`config.mk`:
```
export PLATFORM = sky130hd
export DESIGN_NAME = mem_stage_flat
export DESIGN_NICKNAME = d
export VERILOG_FILES = /design/src/rtl/mem_stage_if.sv /design/src/rtl/mem_stage.sv /design/src/flat_wrapper.sv
export SDC_FILE = /design/constraint.sdc
export NUM_CORES = 1
export LEC_CHECK = 0
export BUFFER_PORTS_ARGS = -buffer_cell sky130_fd_sc_hd__buf_2
export CAP_MARGIN = 10
export CELL_PAD_IN_SITES_DETAIL_PLACEMENT = 1
export CELL_PAD_IN_SITES_GLOBAL_PLACEMENT = 2
export CORE_MARGIN = 5
export CORE_UTILIZATION = 25
export CTS_BUF_LIST = sky130_fd_sc_hd__clkbuf_4
export CTS_CLUSTER_SIZE = 10
export DETAILED_ROUTE_END_ITERATION = 10
export GPL_TIMING_DRIVEN = 1
export PLACE_DENSITY = 0.91
export SETUP_SLACK_MARGIN = 0.5
export SKIP_LAST_GASP = 1
export SYNTH_ARGS = -nofsm -noshare
export SYNTH_HDL_FRONTEND = slang
export SYNTH_SLANG_ARGS = --single-unit
```
`constraint.sdc`:
```
create_clock -name clk -period 1.9 [get_ports clk]
set_input_delay 0.19 -clock clk [delete_from_list [all_inputs] [get_ports clk]]
set_output_delay 0.19 -clock clk [all_outputs]
set_load 0.02 [all_outputs]
```
`src/rtl/mem_stage_if.sv`:
```
// Bundles the upstream operand side, data-memory bus and writeback side of mem_stage.
// No storage of its own; latency belongs to the stage that uses it.
// Backpressure is carried by stall_out (to upstream) and mem_req/mem_ack (to memory).
`ifndef MEM_STAGE_TRAP_CODES
`define MEM_STAGE_TRAP_CODES
`define TRAP_STALL    8'h01
`define TRAP_OVERFLOW 8'h02
`endif

interface mem_stage_if;
   // upstream (ALU stage) side
   logic [7:0]  exception_in;
   logic [2:0]  mem_op;
   logic [31:0] addr_in;
   logic [31:0] store_val;
   logic [4:0]  dst_reg_in;
   // data-memory bus
   logic        mem_req;
   logic        mem_we;
   logic [31:0] mem_addr;
   logic [31:0] mem_wdata;
   logic [3:0]  mem_be;
   logic        mem_ack;
   logic [31:0] mem_rdata;
   // writeback side
   logic [31:0] wb_val;
   logic [4:0]  wb_reg;
   logic        wb_en;
   logic [7:0]  exception;
   logic        stall_out;

   // the memory stage itself
   modport slave (
      input  exception_in, mem_op, addr_in, store_val, dst_reg_in, mem_ack, mem_rdata,
      output mem_req, mem_we, mem_addr, mem_wdata, mem_be, wb_val, wb_reg, wb_en,
             exception, stall_out
   );

   // whatever drives the stage: upstream pipeline plus memory model
   modport master (
      output exception_in, mem_op, addr_in, store_val, dst_reg_in, mem_ack, mem_rdata,
      input  mem_req, mem_we, mem_addr, mem_wdata, mem_be, wb_val, wb_reg, wb_en,
             exception, stall_out
   );
endinterface

```
`src/rtl/mem_stage.sv`:
```
// MIPS memory-access stage: forwards ALU results, performs lw/lb/lbu/sw/sb over a req/ack bus.
// Latency: 1 cycle for forwards/traps, 2+ cycles (request edge + ack edge) for memory ops.
// Holds stall_out high while a request is outstanding; bounded wait ends in a bus-error trap.
`ifndef MEM_STAGE_TRAP_CODES
`define MEM_STAGE_TRAP_CODES
`define TRAP_STALL    8'h01
`define TRAP_OVERFLOW 8'h02
`endif

module mem_stage #(
   parameter int unsigned TIMEOUT_CYCLES = 255,
   parameter logic [7:0]  TRAP_ALIGN     = 8'h04,
   parameter logic [7:0]  TRAP_BUS       = 8'h05
) (
   input logic        clk,
   input logic        rst,
   mem_stage_if.slave bus
);

   typedef enum logic {IDLE, WAIT} state_t;

   // context of the access in flight, captured at the request edge
   typedef struct packed {
      logic [2:0] op;
      logic [1:0] off;
      logic [4:0] dst;
   } ctx_t;

   localparam logic [2:0] OP_NONE = 3'd0;
   localparam logic [2:0] OP_LW   = 3'd1;
   localparam logic [2:0] OP_LB   = 3'd2;
   localparam logic [2:0] OP_LBU  = 3'd3;
   localparam logic [2:0] OP_SW   = 3'd4;
   localparam logic [2:0] OP_SB   = 3'd5;
   localparam logic [7:0] CNT_LAST = 8'(TIMEOUT_CYCLES - 1);

   state_t      state_q, state_d;
   logic [7:0]  cnt_q, cnt_d;
   ctx_t        ctx_q, ctx_d;
   logic        mem_req_q, mem_req_d;
   logic        mem_we_q, mem_we_d;
   logic [31:0] mem_addr_q, mem_addr_d;
   logic [31:0] mem_wdata_q, mem_wdata_d;
   logic [3:0]  mem_be_q, mem_be_d;
   logic [31:0] wb_val_q, wb_val_d;
   logic [4:0]  wb_reg_q, wb_reg_d;
   logic        wb_en_q, wb_en_d;
   logic [7:0]  exc_q, exc_d;
   logic        stall_q, stall_d;

   logic [7:0]  rbyte;
   logic [31:0] load_val;
   logic        op_is_none;
   logic        op_is_word;
   logic        op_is_load;

   // decode helpers; opcodes 6/7 behave exactly like "none"
   always_comb begin
      op_is_none = (bus.mem_op == OP_NONE) || (bus.mem_op > OP_SB);
      op_is_word = (bus.mem_op == OP_LW) || (bus.mem_op == OP_SW);
      op_is_load = (ctx_q.op == OP_LW) || (ctx_q.op == OP_LB) || (ctx_q.op == OP_LBU);
   end

   // pick the addressed byte lane of the read data and extend it for lb/lbu
   always_comb begin
      rbyte = 8'h00;
      case (ctx_q.off)
         2'd0: rbyte = bus.mem_rdata[7:0];
         2'd1: rbyte = bus.mem_rdata[15:8];
         2'd2: rbyte = bus.mem_rdata[23:16];
         2'd3: rbyte = bus.mem_rdata[31:24];
         default: rbyte = 8'h00;
      endcase
      load_val = bus.mem_rdata;
      if (ctx_q.op == OP_LB) begin
         load_val = {{24{rbyte[7]}}, rbyte};
      end else if (ctx_q.op == OP_LBU) begin
         load_val = {24'h0, rbyte};
      end
   end

   // next-state and next-output computation; every register holds unless overridden
   always_comb begin
      state_d     = state_q;
      cnt_d       = cnt_q;
      ctx_d       = ctx_q;
      mem_req_d   = mem_req_q;
      mem_we_d    = mem_we_q;
      mem_addr_d  = mem_addr_q;
      mem_wdata_d = mem_wdata_q;
      mem_be_d    = mem_be_q;
      wb_val_d    = wb_val_q;
      wb_reg_d    = wb_reg_q;
      wb_en_d     = wb_en_q;
      exc_d       = exc_q;
      stall_d     = stall_q;

      case (state_q)
         IDLE: begin
            wb_en_d   = 1'b0;
            exc_d     = 8'h00;
            stall_d   = 1'b0;
            mem_req_d = 1'b0;
            if (bus.exception_in != 8'h00) begin
               // upstream already trapped: pass the code along, no access
               exc_d = bus.exception_in;
            end else if (op_is_none) begin
               wb_val_d = bus.addr_in;
               wb_reg_d = bus.dst_reg_in;
               wb_en_d  = (bus.dst_reg_in != 5'd0);
            end else if (op_is_word && (bus.addr_in[1:0] != 2'b00)) begin
               exc_d = TRAP_ALIGN;
            end else begin
               mem_req_d  = 1'b1;
               mem_addr_d = {bus.addr_in[31:2], 2'b00};
               mem_we_d   = (bus.mem_op == OP_SW) || (bus.mem_op == OP_SB);
               mem_be_d   = 4'hF;
               if (bus.mem_op == OP_SW) begin
                  mem_wdata_d = bus.store_val;
               end else if (bus.mem_op == OP_SB) begin
                  mem_be_d    = 4'b0001 << bus.addr_in[1:0];
                  mem_wdata_d = {4{bus.store_val[7:0]}};
               end
               stall_d   = 1'b1;
               exc_d     = `TRAP_STALL;
               cnt_d     = 8'd0;
               ctx_d.op  = bus.mem_op;
               ctx_d.off = bus.addr_in[1:0];
               ctx_d.dst = bus.dst_reg_in;
               state_d   = WAIT;
            end
         end
         WAIT: begin
            if (bus.mem_ack) begin
               // ack takes priority over a timeout on the same edge
               mem_req_d = 1'b0;
               stall_d   = 1'b0;
               exc_d     = 8'h00;
               state_d   = IDLE;
               wb_en_d   = 1'b0;
               if (op_is_load) begin
                  wb_en_d  = (ctx_q.dst != 5'd0);
                  wb_reg_d = ctx_q.dst;
                  wb_val_d = load_val;
               end
            end else if (cnt_q == CNT_LAST) begin
               mem_req_d = 1'b0;
               stall_d   = 1'b0;
               exc_d     = TRAP_BUS;
               state_d   = IDLE;
            end else begin
               cnt_d   = cnt_q + 8'd1;
               stall_d = 1'b1;
               exc_d   = `TRAP_STALL;
            end
         end
         default: state_d = IDLE;
      endcase
   end

   // state and registered outputs; synchronous reset also aborts an access in flight
   always_ff @(posedge clk) begin
      if (rst) begin
         state_q     <= IDLE;
         cnt_q       <= 8'd0;
         ctx_q       <= '0;
         mem_req_q   <= 1'b0;
         mem_we_q    <= 1'b0;
         mem_addr_q  <= 32'h0;
         mem_wdata_q <= 32'h0;
         mem_be_q    <= 4'h0;
         wb_val_q    <= 32'h0;
         wb_reg_q    <= 5'd0;
         wb_en_q     <= 1'b0;
         exc_q       <= `TRAP_STALL;
         stall_q     <= 1'b0;
      end else begin
         state_q     <= state_d;
         cnt_q       <= cnt_d;
         ctx_q       <= ctx_d;
         mem_req_q   <= mem_req_d;
         mem_we_q    <= mem_we_d;
         mem_addr_q  <= mem_addr_d;
         mem_wdata_q <= mem_wdata_d;
         mem_be_q    <= mem_be_d;
         wb_val_q    <= wb_val_d;
         wb_reg_q    <= wb_reg_d;
         wb_en_q     <= wb_en_d;
         exc_q       <= exc_d;
         stall_q     <= stall_d;
      end
   end

   assign bus.mem_req   = mem_req_q;
   assign bus.mem_we    = mem_we_q;
   assign bus.mem_addr  = mem_addr_q;
   assign bus.mem_wdata = mem_wdata_q;
   assign bus.mem_be    = mem_be_q;
   assign bus.wb_val    = wb_val_q;
   assign bus.wb_reg    = wb_reg_q;
   assign bus.wb_en     = wb_en_q;
   assign bus.exception = exc_q;
   assign bus.stall_out = stall_q;

endmodule

```
`src/flat_wrapper.sv`:
```
// flat-port wrapper written by rule: the top's interface ports become plain ports
module mem_stage_flat 
#(
   parameter int unsigned TIMEOUT_CYCLES = 255,
   parameter logic [7:0]  TRAP_ALIGN     = 8'h04,
   parameter logic [7:0]  TRAP_BUS       = 8'h05
)
  (clk, rst, bus_exception_in, bus_mem_op, bus_addr_in, bus_store_val, bus_dst_reg_in, bus_mem_ack, bus_mem_rdata, bus_mem_req, bus_mem_we, bus_mem_addr, bus_mem_wdata, bus_mem_be, bus_wb_val, bus_wb_reg, bus_wb_en, bus_exception, bus_stall_out);
  mem_stage_if bus_i ();
  input logic clk;
  input logic rst;
  input wire logic [$bits(bus_i.exception_in)-1:0] bus_exception_in;
  input wire logic [$bits(bus_i.mem_op)-1:0] bus_mem_op;
  input wire logic [$bits(bus_i.addr_in)-1:0] bus_addr_in;
  input wire logic [$bits(bus_i.store_val)-1:0] bus_store_val;
  input wire logic [$bits(bus_i.dst_reg_in)-1:0] bus_dst_reg_in;
  input wire logic [$bits(bus_i.mem_ack)-1:0] bus_mem_ack;
  input wire logic [$bits(bus_i.mem_rdata)-1:0] bus_mem_rdata;
  output wire logic [$bits(bus_i.mem_req)-1:0] bus_mem_req;
  output wire logic [$bits(bus_i.mem_we)-1:0] bus_mem_we;
  output wire logic [$bits(bus_i.mem_addr)-1:0] bus_mem_addr;
  output wire logic [$bits(bus_i.mem_wdata)-1:0] bus_mem_wdata;
  output wire logic [$bits(bus_i.mem_be)-1:0] bus_mem_be;
  output wire logic [$bits(bus_i.wb_val)-1:0] bus_wb_val;
  output wire logic [$bits(bus_i.wb_reg)-1:0] bus_wb_reg;
  output wire logic [$bits(bus_i.wb_en)-1:0] bus_wb_en;
  output wire logic [$bits(bus_i.exception)-1:0] bus_exception;
  output wire logic [$bits(bus_i.stall_out)-1:0] bus_stall_out;
  assign bus_i.exception_in = bus_exception_in;
  assign bus_i.mem_op = bus_mem_op;
  assign bus_i.addr_in = bus_addr_in;
  assign bus_i.store_val = bus_store_val;
  assign bus_i.dst_reg_in = bus_dst_reg_in;
  assign bus_i.mem_ack = bus_mem_ack;
  assign bus_i.mem_rdata = bus_mem_rdata;
  assign bus_mem_req = bus_i.mem_req;
  assign bus_mem_we = bus_i.mem_we;
  assign bus_mem_addr = bus_i.mem_addr;
  assign bus_mem_wdata = bus_i.mem_wdata;
  assign bus_mem_be = bus_i.mem_be;
  assign bus_wb_val = bus_i.wb_val;
  assign bus_wb_reg = bus_i.wb_reg;
  assign bus_wb_en = bus_i.wb_en;
  assign bus_exception = bus_i.exception;
  assign bus_stall_out = bus_i.stall_out;
  mem_stage #(.TIMEOUT_CYCLES(TIMEOUT_CYCLES), .TRAP_ALIGN(TRAP_ALIGN), .TRAP_BUS(TRAP_BUS)) u_core (.clk(clk), .rst(rst), .bus(bus_i));
endmodule
```
### After elaboration in Yosys (flattened, before gate mapping)

Cells that the tools add are included.

* add/subtract/negate cells: 1
* shift-type cells: 1
* bitwise logic cells: 4
* $lt $le $gt $ge: 1
* muxes and demuxes: 43
* reduce and logical (&&, ||, !) cells: 17
* equality and inequality tests: 19

Operators with widths (count)
* two-way mux 32 bit: 8
* two-way mux 8 bit: 8
* case mux 32 bit (2 select lines): 1
* case mux 8 bit (2 select lines): 2
* case mux 8 bit (4 select lines): 1
* two-way mux 5 bit: 4
* inequality test 2 bit (second input constant): 7
* two-way mux 1 bit: 11
* case mux 5 bit (2 select lines): 1
* AND reduction 5 bit: 2
* nonzero test 5 bit: 2
* adder 8 x 1 -> 8 bit (second input constant): 1
* == test 8 bit (second input constant): 1
* two-way mux 4 bit: 2
* AND reduction 4 bit: 2
* nonzero test 8 bit: 1
* == test 3 x 1 -> 1 bit (second input constant): 2
* == test 3 x 2 -> 1 bit (second input constant): 2
* == test 3 bit (second input constant): 2
* two-way mux 3 bit: 2
* case mux 1 bit (2 select lines): 3
* logical OR 1 bit: 5
* == test 2 bit (second input constant): 2
* NOT 1 bit: 4
* other kinds (9): 10

* word-level logic and storage cells: 100
* input port bits: 115
* register bits: 133
* output and inout bits: 117

### Logic depth before layout (Yosys ltp)

Gate-level depths: netlist (run 1).

* depth after elaboration: 7
* mapped depth: 8

### Least setup slack after synthesis (run 1)

No wires, ideal clock.

* path kind: input to register
* start point: input port bus_exception_in[5]
* end point: register u_core.wb_val_q[30] (netlist: u_core.bus.wb_val[30])
* required time: 1769 ps
* stages: 8
* path buffers: 3
* data arrival time: 1899 ps
* slack: -129 ps
* cell sequence: or4_4 > or3_1 > buf_6 > o21a_4 > buf_6 > clkbuf_1 > nand2_1 > a21oi_2

* longest elaborated chain between the ends: 3

Ends and longest elaborated chain
* start: declaration: line flat_wrapper.sv:12 `input wire logic [$bits(bus_i.exception_in)-1:0] bus_exception_in;`
* nonzero test 8 bit: line mem_stage.sv:104 `if (bus.exception_in != 8'h00) begin`
* inequality test 2 bit (no line)
* AND reduction 4 bit (no line)
* end signal: assignment: line mem_stage.sv:186 `wb_val_q <= wb_val_d;`
* end: declaration: line mem_stage.sv:45 `logic [31:0] wb_val_q, wb_val_d;`

Every way passes these cells.
A chain may end at the register's enable or synchronous reset.

### Final worst setup path (run 1)

* start point: input port bus_exception_in[5]
* end point: register u_core.mem_wdata_q[29] (netlist: u_core.bus.mem_wdata[29])

* longest elaborated chain between the ends: 3

Ends and longest elaborated chain
* nonzero test 8 bit: line mem_stage.sv:104
* NOT 1 bit (no line)
* AND reduction 5 bit (no line)
* end signal: assignment: line mem_stage.sv:184 `mem_wdata_q <= mem_wdata_d;`
* end: declaration: line mem_stage.sv:43 `logic [31:0] mem_wdata_q, mem_wdata_d;`

Every way passes these cells.

==> impl_metrics.toml, run 1 <==
[status]
status = "complete, no violations"

[setup_path]
worstPathCellList = "buf_2 > or4_4 > or3_4 > nor2_4 > buf_12 > buf_16 > nor2_2 > a211oi_1"
r2r-end = "u_core.bus.wb_val[17]$_SDFFE_PP0P_"
reg2reg_from = "u_core.ctx_q[6]$_SDFFE_PP0P_"
crit_arrival_ps = 2090
worstPathRequired_ps = 2350
crit_type = "in -> reg"
ff2ff_setup_slack_ps = 270
end_kind = "flip-flop"
cpMaxStageDelayCell = "or4_4"
reg2reg_depth = 7
max_stage_delay_ps = 540
crit_fanout = 7
start_kind = "primary input"

[sta]
finalCritPeriodShare = 0.866
worst_pin_slew_ps = 713
fmax_mhz = 608
fin_crit_ps = 1650
drv_slew = 0
slew_headroom = 0.525
finalSetupViolations = 0
rsz0062_at_grt = "yes"
hold_viol = 0
skew_ps = 29.6

[placement]
place_hpwl_um = 16600
place_area_um2 = 7300
numPortBuffers = 229
gp_congestion = 0.800

[logic_synthesis]
synthSimpleGateAreaFrac = 0.209
synth_area_leaders = "dfxtp_1 (47%), a21oi_1 (9.4%), nand2_1 (9.2%), nor2_1 (6.5%), a211oi_1 (4.3%)"
synthAdderAreaFrac = 0.00615
synth_cells = 707
synth_ff_type = "dfxtp_1"
synthArstFlopShare = 0
yosysUniqueCellTypes = 45
synth-seq-cells = 133
postSynthAreaPerCell_um2 = 8.06
synth_xor_area_frac = 0.00768
muxShareOfSynthArea = 0.0369
synth_edf_count = 0
synth_top_family_by_area = "compound AO/OA/AOI/OAI gates"
synth_most_common_cell = "nand2_1"
ys_seq_area_frac = 0.467
synth_warnings = 0
synth_compound_area_frac = 0.223
synth.top_cell.area_share = 0.467
yosysTopAreaCell = "dfxtp_1"
synth.cell_area_um2 = 5700
yosys-top-cells-count = "nand2_1 (139), dfxtp_1 (133), a21oi_1 (107)"

[global_route]
grt_max_degree = 47
grt_pass1_wl_um = 39200
gr-total-overflow = 0
antenna_found_initial = 10
track_usage = 0.193
grt_pass1_vias = 6947

[cts]
path_clk_slew_ps = 120
htree_levels = 4
clock_sinks = 133
clock_latency_ps = 540
cts_tree = "done"
clockBufferDepth = 2
numCtsBuffers = 17
cts_root_buf = "clkbuf_4"

[route]
first_iter_violations = 399
ant_nets = 0
drc_errors = 0
vias = 6865
viasPerCell = 4.98
wl_per_cell_um = 20.7
wl_um = 28600
firstDrtPassIters = 7

[power_and_ir_drop]
power.share.clock = 0.368
comb_power_share = 0.114
swShare = 0.276
p_seq_frac = 0.518
irDropWorstVdd_v = 0.000252
total_power_mw = 5.40
leakage_nw = 4.05
p_int_mw = 3.91
p_sw_mw = 1.49
powerDensity_nw_per_um2 = 548

[worst_hold_path]
holdPathEnd = "u_core.bus.wb_val[6]$_SDFFE_PP0P_"
hold_depth = 3
hp-class = "in -> reg"
hp-start = "bus_mem_rdata[6]"

[layout]
final_layout_size_suffix_gt1_frac = 0.399
area_growth_pct = 73.1
layout.nets = 1187
final_cell_area_um2 = 9870

[die]
start_util = 0.253
coreArea_um2 = 22600
ios = 232
num_rows = 55
die-area_um2 = 25900
die_width_um = 161
die_y_um = 161

[flow_run]
cap_violations = 0
==> layout make-up <==
| type | instances | area [µm²] |
|---|---|---|
| antenna | 11 | 27.5 |
| clock buffer | 18 | 135 |
| clock inverter | 14 | 153 |
| fill | 2680 | 12700 |
| inverter | 4 | 15.0 |
| multi-input combinational | 514 | 3220 |
| sequential | 133 | 2680 |
| tap | 285 | 357 |
| timing repair buffer | 400 | 3280 |
==> power by group through the flow <==
stage	combinational, mW	sequential (mW)	clock [mW]
2_1_floorplan	0.154	2.88	0
3_3_place_gp	0.393	2.87	0
3_5_place_dp	0.399	2.87	0
4_1_cts	0.573	2.80	2.07
5_1_grt	0.657	2.80	2.17
6_report	0.614	2.80	1.99
==> worst max-delay path, delay by kind of cell <==
kind                   cells  cell delay (ps)
AOI/OAI and AO/OA          1              210
buffers and inverters      3              390
and+or+nand+nor            4             1290
==> cells by family (layout without fill, tap and decap cells) <==
| group | count (synthesis) | count (layout) |
|---|---|---|
| adders and majority gates | 3 | 3 |
| AOI/OAI and AO/OA | 195 | 196 |
| muxes | 21 | 21 |
| xor gates and xnor gates | 5 | 5 |
| other | 1 | 13 |
| buffers and inverters | 62 | 436 |
| DFF | 133 | 133 |
| and+or+nand+nor | 287 | 287 |
==> timing repair <==
| item | CTS | global route |
|---|---|---|
| cloned | 7 | 13 |
| pin swaps | 10 | 30 |
| setup buffers | 9 | 12 |
| endpoints found under the setup margin | 127 | 129 |
| hold buffers | 99 | 0 |
| endpoints found under the hold margin | 109 | 0 |
| gates resized for setup | 49 | 101 |
==> worst max path at each step <==
stage,cells past startpoint,endpoint,from
finish,8,u_core.bus.mem_wdata[29]$_SDFFE_PP0P_,bus_exception_in[5]
global route,7,u_core.bus.wb_val[16]$_SDFFE_PP0P_,u_core.ctx_q[6]$_SDFFE_PP0P_
CTS,6,u_core.bus.mem_wdata[9]$_SDFFE_PP0P_,u_core.state_q$_SDFF_PP0_
detailed placement,6,u_core.bus.wb_val[25]$_SDFFE_PP0P_,bus_exception_in[1]
global placement,6,u_core.bus.wb_val[29]$_SDFFE_PP0P_,bus_exception_in[1]
floorplan,7,u_core.bus.wb_val[30]$_SDFFE_PP0P_,bus_exception_in[1]
==> stage by stage <==
step | cells | TNS (ps) | hold WS, ps | util | setup WS (ps)
global placement | 1196 | -23690 | 413 | 0.323 | -346
floorplan | 708 | -1240 | 308 | - | -44.4
detailed placement | 1196 | -27340 | 415 | 0.323 | -385
CTS | 1343 | 0 | 0.534 | 0.400 | 341
global route | 1378 | 0 | 11.4 | 0.437 | 210
finish | 1379 | 0 | 48.2 | 0.437 | 254
==> layer usage <==
metal  share of wire  vias up  global-route usage
met5               0        -                   0
met4           0.046        0               0.102
met3           0.059       87              0.0403
met2            0.49      276               0.325
met1            0.40     3308               0.232
li1                -     3194                   -
==> cells in the final DEF (no fill, tap or decap), drive strengths merged, types with 2 or more instances in the layout <==
cell | Yosys | final
a211o | 25 | 25
a211oi | 33 | 33
a21oi | 108 | 108
a311oi | 7 | 7
and2 | 6 | 6
buf | 18 | 289
bufinv | 0 | 2
clkbuf | 40 | 30
clkinv | 0 | 8
conb | 1 | 2
dfxtp | 133 | 133
diode | 0 | 11
dlygate4sd3 | 0 | 99
ha | 2 | 2
inv | 4 | 7
mux2i | 21 | 21
nand2 | 139 | 139
nand2b | 4 | 4
nand3 | 4 | 4
nor2 | 100 | 100
nor2b | 11 | 11
nor3 | 13 | 13
o211ai | 2 | 2
o21a | 1 | 2
o21ai | 3 | 3
o221ai | 7 | 7
o32ai | 2 | 2
or3 | 3 | 3
or4 | 4 | 4
xnor2 | 3 | 3
xor2 | 2 | 2
No activity file was read; power rests on OpenSTA's default activity.
==> run 2: changes to the inputs <==
==> constraint.sdc (replaced) <==
create_clock -name clk -period 1.4 [get_ports clk]
set_input_delay 0.14 -clock clk [delete_from_list [all_inputs] [get_ports clk]]
set_output_delay 0.14 -clock clk [all_outputs]
set_load 0.02 [all_outputs]
==> run 2 against run 1 <==
The run now ends with negative setup slack left. Worst hold slack lost 9.2 ps. Combinational power increased by 54%. Critical path depth rose by 1. Non-clock buffer count rose by 98. Register-to-register slack worse by 660 ps.
==> impl_metrics.toml, run 2 (synthesis gave the netlist of run 1 again) <==
[worst_hold_path]
hp-class = "in -> reg"

[sta]
skew_ps = 26.5
worst_pin_slew_ps = 679
setup_ws_ps = -389
slew_headroom = 0.547
drv_slew = 0
fin_crit_ps = 1790
hold_viol = 0
rsz0062_at_grt = "yes"
finalSetupViolations = 128
finalCritPeriodShare = 1.28
fmax_mhz = 559

[status]
violations = "negative setup slack"
status = "complete, but fails checks"

[die]
die_width_um = 161
num_rows = 55
die-area_um2 = 25900
ios = 232
coreArea_um2 = 22600
die_y_um = 161
start_util = 0.253

[placement]
place_hpwl_um = 17000
dp.cells = 1232
numPortBuffers = 229
gp_congestion = 0.829
pre_cts_ws_ps = -778

[route]
wl_per_cell_um = 23.5
wl_um = 34800
vias = 7645
first_iter_violations = 558
firstDrtPassIters = 7
viasPerCell = 5.15
ant_nets = 0
drc_errors = 0

[layout]
n_fill_cell = 2551
seqCellArea_um2 = 2810
final_layout_size_suffix_gt1_frac = 0.553
layout_commonest_cell = "buf_6"
final_cell_mix = "buf_6 (131), buf_2 (115), dfxtp_2 (112)"
instances_no_fill = 1484
layout.nets = 1290
area_growth_pct = 105
multi_input_area_um2 = 3350

[setup_path]
crit_arrival_ps = 2250
crit_fanout = 10
start_kind = "flip-flop"
end_kind = "flip-flop"
worstPathRequired_ps = 1860
crit_type = "reg -> reg"
ff2ff_setup_slack_ps = -390

[flow_run]
cap_violations = 0

[cts]
path_clk_slew_ps = 130
cts_tree = "done"
clock_latency_ps = 550
clockBufferDepth = 2
htree_levels = 4
cts_root_buf = "clkbuf_4"
clock_sinks = 133
numCtsBuffers = 17

[global_route]
grt_pass1_vias = 8000
grt_pass1_wl_um = 47300
gr-total-overflow = 0
grt_max_degree = 74
track_usage = 0.237
antenna_found_initial = 15

[power_and_ir_drop]
total_power_mw = 7.82
powerDensity_nw_per_um2 = 669
leakage_nw = 4.78
irDropWorstVdd_v = 0.000382
[run 2: what timing repair did]
action                     CTS  global route
setup buffers               40            37
pin swaps                   27            26
resized for setup          246           269
gates cloned                23             3
hold buffers               104             0
setup endpoints to repair  242           248
hold endpoints to repair   115             0
[run 2: layer usage]
| metal | track usage | vias to the layer above | share of wire |
|---|---|---|---|
| li1 | - | 3418 | - |
| met1 | 0.272 | 3756 | 0.39 |
| met2 | 0.404 | 329 | 0.50 |
| met3 | 0.0556 | 138 | 0.051 |
| met4 | 0.138 | 4 | 0.058 |
| met5 | 0 | - | 0.00078 |
[run 2: area by class of cell]
cell class,count,share of cell area
Tap cell,285,0.0305
Antenna cell,13,0.00278
Sequential cell,133,0.241
Inverter,4,0.00129
Clock buffer,22,0.0141
Clock inverter,10,0.0132
Multi-Input combinational cell,519,0.286
Timing Repair Buffer,498,0.411
[run 2: metrics by stage]
stage | hold WS [ps] | area, µm² | TNS (ps) | util
2_1_floorplan | 258 | 5820 | -42170 | -
3_3_place_gp | 366 | 7570 | -72740 | 0.335
3_5_place_dp | 370 | 7570 | -77460 | 0.335
4_1_cts | 2.98 | 10500 | -24390 | 0.466
5_1_grt | 22.2 | 11700 | -41560 | 0.517
6_report | 39.0 | 11700 | -34380 | 0.518
[run 2: worst paths after layout]
check                                       from                                   end  depth (start not counted)
max                    u_core.state_q$_SDFF_PP0_  u_core.bus.mem_addr[18]$_SDFFE_PP0P_                          9
min                            bus_mem_rdata[28]    u_core.bus.wb_val[28]$_SDFFE_PP0P_                          4
max reg2reg            u_core.state_q$_SDFF_PP0_  u_core.bus.mem_addr[18]$_SDFFE_PP0P_                          9
min reg2reg  u_core.bus.mem_addr[4]$_SDFFE_PP0P_   u_core.bus.mem_addr[4]$_SDFFE_PP0P_                          2
[run 2: critical path, stage by stage (launching register included)]
cell and delay, ps:
dfxtp_4 370, buf_4 140, buf_8 130, nor3_4 170
buf_6 130, o211a_4 200, buf_12 150, buf_16 150
nand2_1 90, a21oi_1 160
[run 2: where the power goes]
part           switching (mW)  internal [mW]
Clock                    1.57           1.51
Combinational           0.470          0.477
Sequential            0.00836           3.79
Total                    2.04           5.78
==> run 3: changes to the inputs <==
--- a/config.mk
+++ b/config.mk
@@ -7,7 +7,7 @@
 export LEC_CHECK = 0
 export BUFFER_PORTS_ARGS = -buffer_cell sky130_fd_sc_hd__buf_2
 export CAP_MARGIN = 10
-export CELL_PAD_IN_SITES_DETAIL_PLACEMENT = 1
+export CELL_PAD_IN_SITES_DETAIL_PLACEMENT = 2
 export CELL_PAD_IN_SITES_GLOBAL_PLACEMENT = 2
 export CORE_MARGIN = 5
 export CORE_UTILIZATION = 25
@@ -16,8 +16,10 @@
 export DETAILED_ROUTE_END_ITERATION = 10
 export GPL_TIMING_DRIVEN = 1
 export PLACE_DENSITY = 0.91
+export REMOVE_ABC_BUFFERS = 1
 export SETUP_SLACK_MARGIN = 0.5
 export SKIP_LAST_GASP = 1
+export SLEW_MARGIN = 20
 export SYNTH_ARGS = -nofsm -noshare
 export SYNTH_HDL_FRONTEND = slang
 export SYNTH_SLANG_ARGS = --single-unit
==> run 3 against run 2 <==
The flow finishes with violations (negative hold slack, negative setup slack). Sequential power about the same. Clock skew is 2.8 ps higher. Critical path depth shrank 1. First-iteration DRC count is 33% lower. Critical path type unchanged. Largest cell class unchanged.
==> impl_metrics.toml, run 3 (synthesis gave the netlist of run 1 again) <==
[status]
status = "complete, but fails checks"
violations = "negative hold slack, negative setup slack"

[setup_path]
crit_arrival_ps = 2370
crit_top_cell = "buf_12"
end_kind = "flip-flop"
max_stage_delay_ps = 360
start_kind = "flip-flop"
worstPathRequired_ps = 1830
cpMaxStageDelayCell = "dfxtp_4"
crit_type = "reg -> reg"
worstPathCellList = "buf_4 > buf_12 > nor3_4 > o211a_4 > buf_6 > buf_12 > nand2_1 > a21oi_1"
crit_fanout = 15

[cts]
numCtsBuffers = 17
clockBufferDepth = 2
cts_root_buf = "clkbuf_4"
clock_sinks = 133
cts_tree = "done"
clock_latency_ps = 570
path_clk_slew_ps = 140
htree_levels = 4
cts_hold_buf = 104

[placement]
place_hpwl_um = 18600
pre_cts_ws_ps = -839
place_area_um2 = 7550
gp_congestion = 0.767
numPortBuffers = 229

[die]
die-area_um2 = 25900
coreArea_um2 = 22600
num_rows = 55
die_width_um = 161
ios = 232
die_y_um = 161
start_util = 0.253

[power_and_ir_drop]
irDropWorstVdd_v = 0.000441
powerDensity_nw_per_um2 = 681
total_power_mw = 7.14
leakage_nw = 4.39

[route]
routed.top_layer = "met5"
wl_per_cell_um = 27.7
drc_errors = 0
dr_wl_met2_um = 21200
vias = 7648
wl_met3_um = 2240
wl_met1_um = 14300
firstDrtPassIters = 6
ant_nets = 0
wl_um = 40000
viasPerCell = 5.30
first_iter_violations = 373

[sta]
worst_pin_slew_ps = 965
slew_headroom = 0.357
fin_crit_ps = 1930
finalCritPeriodShare = 1.38
rsz0062_at_grt = "yes"
hold_ws_ps = -146
fin_setup_tns_ps = -49040
hold_viol = 2
drv_slew = 0
skew_ps = 29.4
setup_ws_ps = -535
fmax_mhz = 517
finalSetupViolations = 128

[global_route]
antenna_found_initial = 7
grt_pass1_vias = 8336
grt_pass1_wl_um = 49800
grt_max_degree = 62
gr-total-overflow = 0
track_usage = 0.249

[layout]
layout_commonest_cell = "buf_2"
layout.nets = 1260
final_cell_mix = "buf_2 (198), nand2_1 (131), dlygate4sd3_1 (104)"
area_growth_pct = 84.0
final_layout_size_suffix_gt1_frac = 0.449
final_cell_area_um2 = 10500

[worst_hold_path]
hp-class = "in -> reg"

[flow_run]
cap_violations = 0
==> run 3: path summary, 6_finish.rpt <==
check / start / endpoint / slack [ps] / cells past startpoint
hold reg to reg: u_core.bus.mem_addr[3]$_SDFFE_PP0P_ / u_core.bus.mem_addr[3]$_SDFFE_PP0P_ / 470 / 2
setup reg to reg: u_core.state_q$_SDFF_PP0_ / u_core.bus.mem_addr[4]$_SDFFE_PP0P_ / -530 / 8
setup / recovery: u_core.state_q$_SDFF_PP0_ / u_core.bus.mem_addr[4]$_SDFFE_PP0P_ / -530 / 8
hold / removal: rst / u_core.bus.wb_en$_SDFFE_PP0P_ / -150 / 2
==> run 3: layer usage <==
layer  up-vias  track usage
met4         2        0.136
met2       337        0.467
met3       144       0.0692
met1      3833        0.248
li1       3332            -
met5         -            0
==> run 3: layout make-up <==
cell class / instances / area, µm²
antenna: 6 / 15.0
multi-input combinational: 516 / 3210
timing repair buffer: 471 / 3980
clock buffer: 19 / 143
clock inverter: 8 / 65.1
tap: 285 / 357
sequential: 133 / 2710
fill: 2439 / 12100
inverter: 4 / 18.8
==> run 3: stage by stage <==
| step | hold slack [ps] | std cells | utilization |
|---|---|---|---|
| detailed placement | 366 | 1232 | 0.334 |
| global placement | 363 | 1232 | 0.334 |
| global route | -188 | 1442 | 0.465 |
| finish | -146 | 1442 | 0.465 |
| CTS | -188 | 1388 | 0.416 |
| floorplan | 202 | 650 | - |
==> run 3: critical path, delay by kind of cell, from the launching register on <==
family                 cells  cell delay (ps)
AO/OA/AOI/OAI              2              500
buffers and inverters      4              580
AND/OR/NAND/NOR            2              340
flip-flops                 1              360
==> run 3: power breakdown <==
part	leakage, nW	switching, mW	internal (mW)	total [mW]
Clock	0.121	1.56	0.847	2.41
Combinational	3.18	0.491	0.446	0.937
Sequential	1.09	0.00678	3.79	3.80
==> run 3: repair_timing <==
action                     4_1_cts  5_1_grt
buffers inserted                18       36
gates resized for setup         65      173
pin swaps                       21       29
hold endpoints to repair       114        8
setup endpoints to repair      248      248
cloned                           7       12
